--- src/rtl/ama_riscv_fetch_pkg.sv ---
// Shared definitions for the instruction-fetch stage: next-PC select
// encodings, the bubble instruction and the default reset PC.
package ama_riscv_fetch_pkg;

    typedef enum logic [1:0] {
        PC_SEL_START_ADDR = 2'd0,
        PC_SEL_INC4       = 2'd1,
        PC_SEL_ALU        = 2'd2,
        PC_SEL_RSVD       = 2'd3
    } pc_sel_t;

    // addi x0, x0, 0
    localparam logic [31:0] NOP_INST   = 32'h0000_0013;
    localparam logic [31:0] START_ADDR = 32'h0000_0000;

    // Jump/branch targets are forced onto a word boundary; bit 1 is only
    // reported through the sticky misalignment flag.
    function automatic logic [31:0] word_align(input logic [31:0] addr);
        return {addr[31:2], 2'b00};
    endfunction

endpackage

--- src/rtl/ama_riscv_next_pc.sv ---
// Next-PC selection mux together with the shared pc + 4 adder.
module ama_riscv_next_pc #(
    parameter logic [31:0] START_ADDR = 32'h0000_0000
) (
    input  logic [1:0]  pc_sel,
    input  logic [31:0] pc,
    input  logic [31:0] alu_out,
    output logic [31:0] next_pc,
    output logic [31:0] pc_inc4
);
    import ama_riscv_fetch_pkg::*;

    // pc + 4 wraps naturally at 2^32
    always_comb begin
        pc_inc4 = pc + 32'd4;
    end

    // Reserved encoding holds the PC rather than flagging an error
    always_comb begin
        next_pc = pc;
        case (pc_sel_t'(pc_sel))
            PC_SEL_START_ADDR: next_pc = START_ADDR;
            PC_SEL_INC4:       next_pc = pc_inc4;
            PC_SEL_ALU:        next_pc = word_align(alu_out);
            default:           next_pc = pc;
        endcase
    end

endmodule

--- src/rtl/ama_riscv_fetch.sv ---
// Instruction-fetch stage: owns the PC, drives the synchronous IMEM and
// presents an aligned (pc_id, inst_id) pair to decode, replacing the
// instruction with a NOP for the cycle after reset, stall or clear.
module ama_riscv_fetch #(
    parameter logic [31:0] START_ADDR = ama_riscv_fetch_pkg::START_ADDR,
    parameter int          IMEM_AW    = 14,
    parameter logic [31:0] NOP_INST   = ama_riscv_fetch_pkg::NOP_INST
) (
    input  logic               clk,
    input  logic               rst,
    input  logic [1:0]         pc_sel,
    input  logic               pc_we,
    input  logic               stall_if,
    input  logic               clear_if,
    input  logic [31:0]        alu_out,
    output logic               imem_en,
    output logic [IMEM_AW-1:0] imem_addr,
    input  logic [31:0]        imem_rdata,
    output logic [31:0]        pc_id,
    output logic [31:0]        pc_inc4_id,
    output logic [31:0]        inst_id,
    output logic               inst_valid_id,
    output logic               fetch_misaligned
);
    import ama_riscv_fetch_pkg::*;

    logic [31:0] pc;
    logic [31:0] next_pc;
    logic [31:0] pc_inc4;
    logic [31:0] fetch_addr;
    logic        rst_q;
    logic        stall_q;
    logic        clear_q;
    logic        bubble;
    logic        misaligned_q;

    ama_riscv_next_pc #(
        .START_ADDR (START_ADDR)
    ) u_next_pc (
        .pc_sel  (pc_sel),
        .pc      (pc),
        .alu_out (alu_out),
        .next_pc (next_pc),
        .pc_inc4 (pc_inc4)
    );

    // PC register: reload on reset, otherwise advance only when decode allows
    always_ff @(posedge clk) begin
        if (rst) begin
            pc <= START_ADDR;
        end else if (pc_we) begin
            pc <= next_pc;
        end
    end

    // IMEM is addressed with the value the PC is about to take, so the
    // registered read data always lines up with pc one cycle later
    always_comb begin
        if (rst) begin
            fetch_addr = START_ADDR;
        end else if (pc_we) begin
            fetch_addr = next_pc;
        end else begin
            fetch_addr = pc;
        end
        imem_addr = fetch_addr[IMEM_AW+1:2];
        imem_en   = rst | pc_we;
    end

    // Bubble flags: each marks the next ID cycle as a NOP; reset drops any
    // pending stall/clear so only the single post-reset bubble remains
    always_ff @(posedge clk) begin
        rst_q <= rst;
        if (rst) begin
            stall_q <= 1'b0;
            clear_q <= 1'b0;
        end else begin
            stall_q <= stall_if;
            clear_q <= clear_if;
        end
    end

    // Sticky record of an accepted jump target with bit 1 set
    always_ff @(posedge clk) begin
        if (rst) begin
            misaligned_q <= 1'b0;
        end else if (pc_we && (pc_sel == PC_SEL_ALU) && alu_out[1]) begin
            misaligned_q <= 1'b1;
        end
    end

    // ID outputs: substitute the NOP whenever a bubble is pending
    always_comb begin
        bubble           = rst_q | stall_q | clear_q;
        inst_id          = bubble ? NOP_INST : imem_rdata;
        inst_valid_id    = ~bubble;
        pc_id            = pc;
        pc_inc4_id       = pc_inc4;
        fetch_misaligned = misaligned_q;
    end

endmodule

--- config.mk ---
export PLATFORM = sky130hd
export DESIGN_NAME = ama_riscv_fetch
export DESIGN_NICKNAME = d
export VERILOG_FILES = /design/src/rtl/ama_riscv_fetch_pkg.sv /design/src/rtl/ama_riscv_next_pc.sv /design/src/rtl/ama_riscv_fetch.sv
export SDC_FILE = /design/constraint.sdc
export NUM_CORES = 1
export LEC_CHECK = 0
export BUFFER_PORTS_ARGS = -buffer_cell sky130_fd_sc_hd__buf_2
export CORE_ASPECT_RATIO = 1.25
export CORE_UTILIZATION = 44
export CTS_BUF_LIST = sky130_fd_sc_hd__clkbuf_8
export DETAILED_ROUTE_END_ITERATION = 16
export GPL_ROUTABILITY_DRIVEN = 0
export HOLD_SLACK_MARGIN = 0.15
export PLACE_DENSITY_LB_ADDON = 0.2
export SLEW_MARGIN = 20
export SYNTH_ARGS = -nofsm -noshare
export SYNTH_HDL_FRONTEND = slang
export SYNTH_SLANG_ARGS = --single-unit
export TNS_END_PERCENT = 1
--- constraint.sdc ---
create_clock -name clk -period 2.2 [get_ports clk]
set_clock_uncertainty 0.1 [all_clocks]
set_input_delay 0.44 -clock clk [delete_from_list [all_inputs] [get_ports clk]]
set_output_delay 0.44 -clock clk [all_outputs]
set_load 0.05 [all_outputs]
==> impl_metrics.csv, run 1 <==
group,metric,value,unit
sta,fin_ws,-0.428,ns
critical_path,worstPathMaxFanout,5,
finish,layout.cells.non_filler,733,
clock_network,clk_pin_slew,0.08,ns
sta,tns,-8.46,ns
critical_path,path_class,"flop to output port",
routing,finalWirelength,16.5,mm
clock_network,cts_buffers,5,
critical_path,startpoint_type,"flop",
routing,wl_per_cell,22.6,µm
routing,firstDrtPassIters,5,
critical_path,worstPathCellList,"ha_4 -> and3_4 -> nand4_1 -> buf_4 -> nor3_2 -> buf_4 -> xor2_2 -> buf_6",
global_routing,grt_pass1_vias,4378,
global_routing,grt_max_degree,34,
sta,drv_slew,0,
critical_path,path_buf_inv,3,
global_routing,grt_pass1_wl,22.2,mm
synth,synthTopCellsByCount,"dfxtp_1 (36), nand2_1 (36), and2_1 (32)",
critical_path,crit_path_max_incr_delay,0.39,ns
synth,ys_seq_area_share,25.7,%
pwr,p_leak,2.63,nW
finish,fin_nets,719,
critical_path,path_depth,8,
sta,period_minus_slack,2.63,ns
floorplan,rows,32,
sta,setup_viol,37,
clock_network,cts_tree,"done",
critical_path,slowest_stage,"dfxtp_4",
clock_network,clk_latency,0.31,ns
floorplan,io_pins,184,
finish,area_delta_synth_final,97.6,%
sta,max_freq,381,MHz
synth,ys_ff_latch,36,
place,port_buffers,182,
synth,synthFlopType,"dfxtp_1",
sta,rsz0062_at_grt,"yes",
sta,hold_viol,0,
critical_path,reg2reg_depth,12,
synth,ys.warnings.count,0,
sta,min_period_over_period,119,%
synth,synth_top_area_share,25.7,%
pwr,fin_total_pwr,2.31,mW
outcome,status,"complete, but fails checks",
floorplan,core-area,6170,µm²
floorplan,die_h,91.3,µm
pwr,max-vdd-ir-drop,347,µV
clock_network,root_buffer,"clkbuf_8",
routing,viasPerCell,6.45,
clock_network,h-tree-depth,2,
place,numPlacedInstances,716,
global_routing,grt_use_total,43.8,%
sta,relSlewSlack,60.3,%
floorplan,start_util,45.5,%
synth,synth_nets,450,
routing,drtIter0Drc,492,
sta,tightest_slew,0.589,ns
critical_path,end_kind,"output port",
clock_network,clock-sinks,36,
global_routing,grt_overflow,0,
routing,vias,4730,
synth,async_flop_share,0,%
critical_path,arrival,2.09,ns
pwr,cellPowerDensity,416,nW/µm²
place,hpwl,9.35,mm
synth,synth.area.top_cells,"dfxtp_1 (26%), and2_1 (7.1%), nand2_1 (4.8%)",
routing,ant_nets,0,
critical_path,cpMostUsedCell,"buf_4",
worst_hold_path,min_path_type,"primary input to flop",
global_routing,antenna_found_initial,0,
critical_path,cp_top_family,"simple AND/OR/NAND/NOR gates",
critical_path,crit_required,1.66,ns
synth,synth_edf_count,0,
synth,syn_inst,378,
job,maxCapViolCount,0,
synth,synth.avg_cell_area,7.43,µm²
worst_hold_path,whs_path_depth,2,
synth,synth.cell_area,2810,µm²
synth,synth_largest_area_cell,"dfxtp_1",
floorplan,die_w,73.5,µm
floorplan,dieArea,6710,µm²
finish,num_antenna_cells,0,
outcome,violations,"setup timing",
clock_network,clk_path_buf_depth,2,
routing,drc,0,
finish,layout-drive-gt1-share,63.6,%
synth,synth.distinct_cells,55,
-- where the power goes --
part	switching, mW	total, mW	internal [mW]
registers	0.0343	0.714	0.680
logic	0.710	1.08	0.368
clock network	0.271	0.518	0.247
-- state kept, by name, summed over array words and instances, names as in the netlist --
signal	flops
clear_q	1
fetch_misaligned	1
pc_id	32
rst_q	1
stall_q	1
-- cell usage in the layout, fill, tap and decap left out, drive strengths merged, types with 4 or more instances in the layout --
master and n:
inv 7, or4 5, nor2b 7, nand4 13, clkbuf 8, a22o 6, and2 32, o211ai 4
a21oi 19, and3 6, a32oi 4, nand2 38, buf 292, or3 4, nand3 17, nor2 20
a31oi 12, o31ai 5, nor3 7, o21ai 25, nand2b 6, nor4 5, and4 6, xor2 7
dfxtp 36, xnor2 13
-- through the flow --
step	cell area [µm²]	utilization [%]	hold WS (ns)	setup slack [ns]
floorplan	3270	-	0.368	-0.260
global placement	4900	79.5	0.345	-0.158
detailed placement	4900	79.5	0.381	-0.192
CTS	5440	88.2	0.249	-0.269
global route	5550	90.0	0.267	-0.444
finish	5550	90.0	0.249	-0.428
-- final timing paths --
path	startpoint	end	slack, ns
worst min register to register	pc_id[1]	pc_id[1]	0.40
worst min-delay path	clear_if	clear_q	0.25
worst max-delay path	pc_id[3]	pc_inc4_id[22]	-0.43
worst max register to register	pc_id[3]	pc_id[22]	-0.26
-- layer usage --
layer	routed length [µm]	GRT usage (%)
met1	5230	46.1
met2	7730	74.5
met3	1960	11.8
met4	1620	28.7
met5	0	0
-- what timing repair did --
item,CTS,global route
pin swaps,17,4
hold buffers,0,0
gates resized for setup,119,28
buffers inserted,8,1
endpoints found under the setup margin,39,41
-- cells by family (layout without fill, tap and decap cells) --
logic type | Yosys count | count (layout) | share of synthesized area (%)
xor+xnor | 20 | 20 | 6.24
simple gates | 178 | 178 | 36.4
buf+inv | 38 | 308 | 6.51
flops | 36 | 36 | 25.7
fa+ha+maj | 1 | 1 | 0.446
compound gates | 105 | 105 | 24.8
-- cell type report --
cell class / instances / area [µm²]
clock buffer: 6 / 82.6
clock inverter: 2 / 7.51
fill: 289 / 618
inverter: 6 / 22.5
multi-input combinational: 304 / 2500
sequential: 36 / 785
tap: 85 / 106
timing repair buffer: 294 / 2050
Note: power is estimated with default switching activity, not from simulation.
==> run 2, diff against run 1 <==
- CELL_PAD_IN_SITES_DETAIL_PLACEMENT: not set -> 1
- CELL_PAD_IN_SITES_GLOBAL_PLACEMENT: not set -> 2
- CORE_UTILIZATION: 44 -> 22
==> run 2 against run 1 <==
Net effect:
- combinational power is essentially flat
- the run still ends with setup timing left
- count of clock-buffer cells in the layout shrank 1
- first-iteration DRC count shrank 73%
- fmax grew 5.3%
- critical path type unchanged
- flip-flop and latch count is the same
- hold slack gained 0.00082 ns
- via count shrank 13%
- non-clock buffer count grew 6
==> impl_metrics.csv, run 2 (synthesis results as in run 1) <==
group,metric,value,unit
outcome,status,"complete, but fails checks",
outcome,violations,"setup timing",
finish,multi_input_area,2480,µm²
finish,layout-drive-gt1-share,62.7,%
clock_network,root_buffer,"clkbuf_8",
place,hpwl,12.2,mm
sta,period_minus_slack,2.50,ns
worst_hold_path,whs_path_depth,2,
clock_network,h-tree-depth,2,
sta,tightest_slew,0.346,ns
finish,post-route-util,46.5,%
global_routing,grt_overflow,0,
routing,drtIter0Drc,133,
global_routing,grt_use_total,22.7,%
critical_path,worstPathCellList,"and4_4 -> buf_12 -> nand4_4 -> buf_6 -> or3_4 -> nand2_2 -> buf_8",
sta,setup_viol,33,
sta,min_period_over_period,113,%
global_routing,antenna_found_initial,0,
finish,fin_nets,725,
pwr,cellPowerDensity,395,nW/µm²
finish,final_cell_mix,"buf_2 (142), buf_4 (107), buf_6 (40)",
place,numPlacedInstances,805,
critical_path,path_class,"flop to output port",
global_routing,grt_pass1_wl,22.5,mm
finish,fill_cells,1498,
finish,largest_reg_flops,32,
critical_path,crit_path_max_incr_delay,0.36,ns
clock_network,cts_tree,"done",
clock_network,clock-sinks,36,
routing,viasPerCell,5.05,
routing,ant_nets,0,
worst_hold_path,min_path_type,"primary input to flop",
finish,regArea,781,µm²
routing,vias,4129,
routing,finalWirelength,15.0,mm
clock_network,cts_hold_buf,0,
clock_network,clk_latency,0.31,ns
clock_network,clk_path_buf_depth,2,
clock_network,clk_pin_slew,0.08,ns
floorplan,core-area,12300,µm²
finish,layout.cells.non_filler,818,
global_routing,grt_pass1_vias,4312,
routing,wl_per_cell,18.3,µm
floorplan,io_pins,184,
pwr,max-vdd-ir-drop,184,µV
finish,design_area,5710,µm²
sta,drv_slew,0,
sta,fin_ws,-0.295,ns
critical_path,reg2reg_depth,7,
critical_path,crit_required,1.66,ns
floorplan,die_h,128,µm
floorplan,dieArea,13200,µm²
critical_path,path_depth,7,
sta,hold_viol,0,
sta,relSlewSlack,76.7,%
clock_network,cts_buffers,5,
critical_path,arrival,1.96,ns
critical_path,end_kind,"output port",
pwr,p_leak,2.69,nW
sta,rsz0062_at_grt,"yes",
floorplan,start_util,22.9,%
critical_path,worstPathMaxFanout,8,
critical_path,rrSetupSlack,0.33,ns
finish,final_common_cell,"buf_2",
finish,num_antenna_cells,0,
routing,drc,0,
place,port_buffers,182,
place,dpl-instance-area,5120,µm²
global_routing,grt_max_degree,34,
critical_path,path_buf_inv,3,
routing,firstDrtPassIters,4,
job,maxCapViolCount,0,
finish,area_delta_synth_final,103,%
floorplan,rows,45,
critical_path,slowest_stage,"dfxtp_4",
floorplan,die_w,103,µm
sta,max_freq,401,MHz
critical_path,cp_top_family,"simple AND/OR/NAND/NOR gates",
critical_path,startpoint_type,"flop",
run 2: layout make-up:
type | instances | share of cell area [%]
Clock inverter | 3 | 0.263
Sequential cell | 36 | 13.7
Inverter | 6 | 0.394
Multi-Input combinational cell | 304 | 43.4
Clock buffer | 5 | 1.20
Timing Repair Buffer | 300 | 37.5
Tap cell | 164 | 3.59
run 2: worst paths after layout:
path	from	endpoint
worst max-delay path	pc_id[9]	pc_inc4_id[17]
worst min-delay path	clear_if	clear_q
worst min register to register	fetch_misaligned	fetch_misaligned
worst max register to register	pc_id[9]	pc_id[17]
run 2: per-layer routing:
layer,vias up,GRT usage (%),share of wire [%]
met5,-,0,0
met4,0,8.62,2.7
met3,23,3.49,6.7
met2,186,43.3,53
met1,1982,24.4,37
li1,1938,-,-
run 2: stage by stage:
step | worst slack (ns) | power [mW] | setup TNS (ns) | hold WS, ns
5_1_grt | -0.353 | 2.36 | -8.83 | 0.286
4_1_cts | -0.299 | 2.27 | -6.86 | 0.242
3_3_place_gp | -0.171 | 1.69 | -2.17 | 0.354
6_report | -0.295 | 2.26 | -6.34 | 0.250
2_1_floorplan | -0.260 | 1.35 | -7.68 | 0.368
3_5_place_dp | -0.258 | 1.70 | -3.23 | 0.387
run 2: worst register-to-register path, stage by stage (launching register included):
cell     delay [ns]
dfxtp_4        0.36
and4_4         0.24
buf_12         0.14
nand4_4        0.17
buf_6          0.18
or3_4          0.33
buf_4          0.14
a31oi_1        0.14
run 2: timing repair:
item / CTS / global route
endpoints found under the hold margin: 0 / 0
endpoints found under the setup margin: 40 / 41
buffers inserted: 4 / 1
pin swaps: 21 / 4
resized for setup: 122 / 17
run 2: power by group:
part	switching (mW)	total [mW]	internal, mW
combinational	0.674	1.05	0.376
sequential	0.0308	0.711	0.680
clock	0.280	0.495	0.216
